**src/rtl/mem_port_arbiter.sv**
```systemverilog
// mem_port_arbiter
//   Shares the single port of a `memory` instance between the data
//   load/store path (port 0) and the instruction-fetch path (port 1).
//   Every access is a fixed MEM_LAT-cycle chip-select window followed by a
//   one-cycle DONE state. When both ports ask at once, the port not served
//   last wins, so neither requester can starve the other.
//
// Ports
//   clk, reset            clock, synchronous active-high reset
//   req0/req1             level requests (0 = data, 1 = fetch)
//   rw0/rw1               1 = read, 0 = write
//   addr0/addr1           access addresses
//   wdata0/wdata1         write data
//   gnt0/gnt1             port owns the memory (ACCESS and DONE)
//   done0/done1           one-cycle completion pulse
//   rdata                 last read result, valid while a done is high
//   mem_addr/mem_wdata    memory address / write data
//   mem_rdata             memory read data
//   chip_s/out_en/RW      memory chip select / output enable / direction
module mem_port_arbiter #(
  parameter int ADDR_W  = 13,
  parameter int DATA_W  = 32,
  parameter int MEM_LAT = 2
) (
  input  logic              clk,
  input  logic              reset,
  input  logic              req0,
  input  logic              req1,
  input  logic              rw0,
  input  logic              rw1,
  input  logic [ADDR_W-1:0] addr0,
  input  logic [ADDR_W-1:0] addr1,
  input  logic [DATA_W-1:0] wdata0,
  input  logic [DATA_W-1:0] wdata1,
  output logic              gnt0,
  output logic              gnt1,
  output logic              done0,
  output logic              done1,
  output logic [DATA_W-1:0] rdata,
  output logic [ADDR_W-1:0] mem_addr,
  output logic [DATA_W-1:0] mem_wdata,
  input  logic [DATA_W-1:0] mem_rdata,
  output logic              chip_s,
  output logic              out_en,
  output logic              RW
);

  localparam int CNT_W = $clog2(MEM_LAT + 1);

  typedef enum logic [1:0] {
    IDLE   = 2'd0,
    ACCESS = 2'd1,
    DONE   = 2'd2
  } state_t;

  state_t              state, state_nxt;
  logic [CNT_W-1:0]    cnt;
  logic                win;        // index of the port being served
  logic                last;       // index of the port served most recently
  logic                lat_rw;
  logic [ADDR_W-1:0]   lat_addr;
  logic [DATA_W-1:0]   lat_wdata;
  logic                pick;

  // On a tie the port that was not served last wins; otherwise whoever asks.
  assign pick = (req0 && req1) ? ~last : req1;

  // NOTE: sequential state uses non-blocking assignments so every register
  // samples pre-edge values regardless of statement order.
  always_ff @(posedge clk) begin
    if (reset) begin
      state     <= IDLE;
      cnt       <= '0;
      win       <= 1'b0;
      last      <= 1'b1;
      lat_rw    <= 1'b0;
      // NOTE: the request latches are reset as well even though the outputs
      // are gated by state, so a reset leaves no stale address or data behind.
      lat_addr  <= '0;
      lat_wdata <= '0;
      rdata     <= '0;
    end else begin
      state <= state_nxt;
      unique case (state)
        IDLE: begin
          if (req0 || req1) begin
            win       <= pick;
            last      <= pick;
            lat_rw    <= pick ? rw1    : rw0;
            lat_addr  <= pick ? addr1  : addr0;
            lat_wdata <= pick ? wdata1 : wdata0;
            cnt       <= CNT_W'(MEM_LAT - 1);
          end
        end
        ACCESS: begin
          if (cnt != '0) begin
            cnt <= cnt - CNT_W'(1);
          end else if (lat_rw) begin
            // Last cycle of the window: the memory data is valid now.
            rdata <= mem_rdata;
          end
        end
        default: ;
      endcase
    end
  end

  // Outputs decode purely from registered state, so there is no path from
  // any input to any output.
  always_comb begin
    // NOTE: every signal gets a default first so no path through the case
    // leaves a value unassigned, which would infer a latch.
    state_nxt = state;
    gnt0      = 1'b0;
    gnt1      = 1'b0;
    done0     = 1'b0;
    done1     = 1'b0;
    chip_s    = 1'b0;
    out_en    = 1'b0;
    RW        = 1'b0;
    mem_addr  = '0;
    mem_wdata = '0;
    unique case (state)
      IDLE: begin
        if (req0 || req1) state_nxt = ACCESS;
      end
      ACCESS: begin
        gnt0      = ~win;
        gnt1      = win;
        chip_s    = 1'b1;
        out_en    = lat_rw;
        RW        = lat_rw;
        mem_addr  = lat_addr;
        mem_wdata = lat_wdata;
        if (cnt == '0) state_nxt = DONE;
      end
      DONE: begin
        gnt0      = ~win;
        gnt1      = win;
        done0     = ~win;
        done1     = win;
        state_nxt = IDLE;
      end
      default: state_nxt = IDLE;
    endcase
  end

endmodule
```
**config.mk**
```make
export PLATFORM = sky130hd
export DESIGN_NAME = mem_port_arbiter
export DESIGN_NICKNAME = d
export VERILOG_FILES = /design/src/rtl/mem_port_arbiter.sv
export SDC_FILE = /design/constraint.sdc
export NUM_CORES = 1
export LEC_CHECK = 0
export ABC_CLOCK_PERIOD_IN_PS = 3630
export CAP_MARGIN = 20
export CELL_PAD_IN_SITES_DETAIL_PLACEMENT = 0
export CELL_PAD_IN_SITES_GLOBAL_PLACEMENT = 1
export CORE_UTILIZATION = 30
export DETAILED_ROUTE_END_ITERATION = 6
export MAX_ROUTING_LAYER = met4
export PLACE_DENSITY = 0.89
export SYNTH_ARGS = -nofsm -noshare
export SYNTH_HDL_FRONTEND = slang
export SYNTH_SLANG_ARGS = --single-unit
export TNS_END_PERCENT = 100
```
**constraint.sdc**
```tcl
create_clock -name clk -period 3.63 [get_ports clk]
set_clock_uncertainty 0.05 [all_clocks]
set_input_delay 0.363 -clock clk [delete_from_list [all_inputs] [get_ports clk]]
set_output_delay 0.363 -clock clk [all_outputs]
set_load 0.02 [all_outputs]
```
# == Word level (Yosys, flattened, before mapping) ==
# Cells that the tools add are included.
# op_classes
n_eq_ne,5
n_mux,17
bitwise_logic,3
n_addsub,1
reduce_logical,11
# op_table
cell,n
32-bit 2-to-1 mux,2
13-bit 2-to-1 mux,2
1-bit 2-to-1 mux,8
2-bit one-hot mux with 2 select lines,2
2-bit 2-to-1 mux,3
2-bit != test (second input constant),3
3-bit AND reduction,2
2-bit logical NOT,2
2-bit AND reduction,2
2-bit nonzero test,2
1-bit NOT,3
2-bit by 1-bit == test with 1-bit output (second input constant),1
2-bit == test (second input constant),1
2-bit OR reduction,1
2-bit by 1-bit subtractor with 2-bit output (second input constant),1
1-bit logical AND,1
1-bit logical OR,1
# word_totals
inputBits,128
output_inout_bits,84
regBits,84

# == Depth between registers and ports, before layout ==
# depth
ltp_word,3
depth_mapped,7

# == Worst setup path before layout ==
# OpenSTA, ideal clock, no wires.
# synth_timing
path_type,flip-flop to output port
from,reg state[1]
to,out mem_addr[10]
path_stages_with_launch,6
path_slack_ns,1.953
arrival_time_ns,1.264
cell_sequence,dfxtp_1 inv_1 ha_1 buf_1 clkbuf_1 and2_1
# synth_between
elab_chain_len,2
# synth_rtl
element,line,text
from (decl),56,"state_t state, state_nxt;"
from (signal assigned),83,state <= state_nxt;
2-bit by 1-bit == test with 1-bit output,123,unique case (state)
13-bit 2-to-1 mux,123,
to (decl),40,"output logic [ADDR_W-1:0] mem_addr,"
# No other way between the ends.

# == Worst setup path in the final report ==
# layout_timing
from,reg state[1]
to,out mem_addr[9]
# Same word-level chain as after synthesis.

==> impl_metrics.yaml <==
outcome:
  status: "finished, final reports clean"
route:
  vias: 4105
  viasPerCell: 4.78
  drt_iter0_markers: 198
  drc: 0
  final_routed_wire_length_divided_by_cell_count_um: 14.3
  antenna_violating_nets_post_route: 0
  drtPass1Iterations: 4
  detail_route.wirelength_um: 12300
run:
  timing.max_cap.violations: 0
logic_synthesis:
  yosys.area.top_type: "dfxtp_1"
  async_reset_ff_share_pct: 0
  synth-seq-area-share_pct: 41.8
  ys_warn_count: 0
  post_synth_inst_count: 496
  syn-mean-instance-area_um2: 8.12
  synth.distinct_cells: 31
  synth_ff_type: "dfxtp_1"
  post_synthesis_net_count: 630
  netlist_top_cells_count: "nand2_1, dfxtp_1, and2_1"
  synth_area_leaders: "dfxtp_1, nand2_1, a311oi_2, and2_1, a21oi_1"
  synth_enable_flop_cells: 0
  mappedNetlistArea_um2: 4030
  synth_top_area_share_pct: 41.8
  most_instantiated_library_cell_after_synthesis: "nand2_1"
  postSynthRegisterBits: 84
pwr:
  power_leakage_nw: 2.38
  seqPwrFrac_pct: 33.1
  maximum_ir_drop_on_the_vdd_rail_v: 0.000239
  swShare_pct: 34.8
  combPwrFrac_pct: 39.9
  power.internal_mw: 2.41
  power.switching_mw: 1.29
  power_frac_clock_pct: 26.9
  fin_total_pwr_mw: 3.69
  cellPowerDensity_nw_per_um2: 566
clock_network:
  maximum_level_of_the_cts_h_tree: 3
  path_clk_slew_ns: 0.06
  clockRootBuffer: "clkbuf_16"
  worstSkewPairLatency_ns: 0.33
  cts-buffers-inserted: 9
  clock_tree_from_tritoncts: "built"
  cts_resized: 0
  cts.path.max_buffers: 2
  post-cts-setup-buffers: 0
  ctsHoldBuffers: 0
  cts_sinks: 84
min_path:
  hold_path_depth: 2
  timing.hold.worst.class: "reg -> reg"
setup_path:
  cp_cell_sequence: "inv_1 -> ha_2 -> and2_1 -> clkdlybuf4s50_1"
  worstSetupEndpointType: "output port"
  critical_path_peak_fanout: 48
  slowest_stage: "ha_2"
  worstRegToRegCells: 5
  worstSetupStartpointType: "register"
  critPathKind: "reg -> out"
  crit_arrival_ns: 2.41
  required_ns: 3.22
  max_stage_delay_ns: 0.70
timing:
  setup_violating_endpoint_count_in_the_final_report: 0
  slew_of_the_pin_with_the_lowest_slew_margin_ns: 1.07
  drv_slew: 0
  timing.final.hold_violations: 0
  fmax_mhz: 354
  post-route-period-util_pct: 77.7
  final.setup.tns_ns: 0
  rsz_0062_raised_after_global_routing: "false"
  slew-limit-headroom_pct: 28.9
  final.min_clock_period_ns: 2.82
cells_and_area:
  antenna_cells: 0
  finish.instance_area_um2: 6530
  finish.cell_count_without_fillers: 858
  nFillCells: 1201
  footprint_of_the_flip_flops_and_latches_um2: 1680
  final_layout_size_suffix_gt1_share_pct: 8.45
  area_of_combinational_cells_with_multiple_inputs_um2: 2100
  nNetsFinal: 815
  final_core_utilization_pct: 50.7
  area_growth_syn_to_layout_pct: 62.0
floorplan:
  pin_count: 212
  coreArea_um2: 12900
  effective_utilization_at_floorplan_pct: 31.3
  num_rows: 41
  dieWidth_um: 118
  die_height_um: 118
  floorplan.die_area_um2: 13900
grt:
  grt-ovfl-total: 0
  first_global_vias: 4168
  global_route_wire_length_before_repair_um: 20200
  grt_start_max_net_pins: 85
  global_route.usage.total_pct: 18.4
  antenna_found_initial: 0
place:
  io_buffers: 211
  hpwlAfterDp_um: 8530
  dp_cells: 840
  cell_area_placed_um2: 6160
  finalWeightedCongestion: 0.830
[final timing paths]
kind,startpoint,to,slack (ns)
setup / recovery,state[1],mem_addr[9],0.81
hold / removal,rdata[23],rdata[23],0.40
setup reg to reg,state[1],cnt[1],1.46
hold reg to reg,rdata[23],rdata[23],0.40
[power by group through the flow]
stage / registers (mW) / logic [mW] / clock network (mW)
final: 1.22 / 1.47 / 0.995
after global routing: 1.25 / 1.61 / 1.07
after CTS: 1.22 / 1.48 / 1.03
after detailed placement: 1.24 / 1.47 / 0
after global placement: 1.23 / 1.45 / 0
after floorplan: 1.24 / 0.934 / 0
[area by class of cell]
| class | instances | share of cell area (%) |
|---|---|---|
| Inverter | 4 | 0.230 |
| Sequential cell | 84 | 25.8 |
| Multi-Input combinational cell | 366 | 32.2 |
| Timing Repair Buffer | 216 | 33.5 |
| Clock inverter | 7 | 1.53 |
| Tap cell | 172 | 3.30 |
| Clock buffer | 9 | 3.45 |
[layout by cell type, fill, tap and decap left out, drive strengths merged, types with 2 or more instances in the layout]
master | synthesis | final
nor2b | 2 | 2
clkdlybuf4s50 | 0 | 210
o31ai | 2 | 2
clkbuf | 18 | 9
inv | 4 | 5
nand3 | 2 | 2
nand2b | 3 | 3
a311oi | 46 | 46
bufinv | 0 | 2
nor2 | 48 | 48
and2 | 49 | 49
clkinv | 0 | 4
dfxtp | 84 | 84
a21oi | 37 | 37
ha | 6 | 6
nand2 | 158 | 158
nor3b | 2 | 2
buf | 24 | 6
[state kept, by name, summed over array words and instances (netlist names)]
register,cells
rdata,32
lat_wdata,32
state,2
lat_addr,13
lat_rw,1
cnt,2
last,1
win,1
[metal layers]
| metal | global-route usage (%) | wire (um) |
|---|---|---|
| met5 | - | 0 |
| met4 | 6.97 | 282 |
| met3 | 3.68 | 872 |
| met2 | 30.7 | 5800 |
| met1 | 21.6 | 5350 |
[cells by family (layout without fill, tap and decap cells)]
group	count (synthesis)	in the layout	share of synthesized area (%)
adder cells (fa/ha/maj)	6	6	1.86
flip-flops	84	84	41.8
buffers and inverters	46	236	6.52
AND/OR/NAND/NOR	270	270	29.3
AO/OA/AOI/OAI	90	90	20.5
[worst max-delay path, delay by kind of cell (launching register included)]
family	cells	cell delay, ns
adders and majority gates	1	0.70
buffers and inverters	2	0.75
DFF	1	0.32
and+or+nand+nor	1	0.27
[stage by stage]
step                      hold slack, ns  setup slack [ns]
after floorplan                    0.394              1.95
after global placement             0.392              1.15
after detailed placement           0.397              1.14
after CTS                          0.406             0.774
after global routing               0.423             0.642
final                              0.403             0.808
Power figures use the tool's default switching activity.
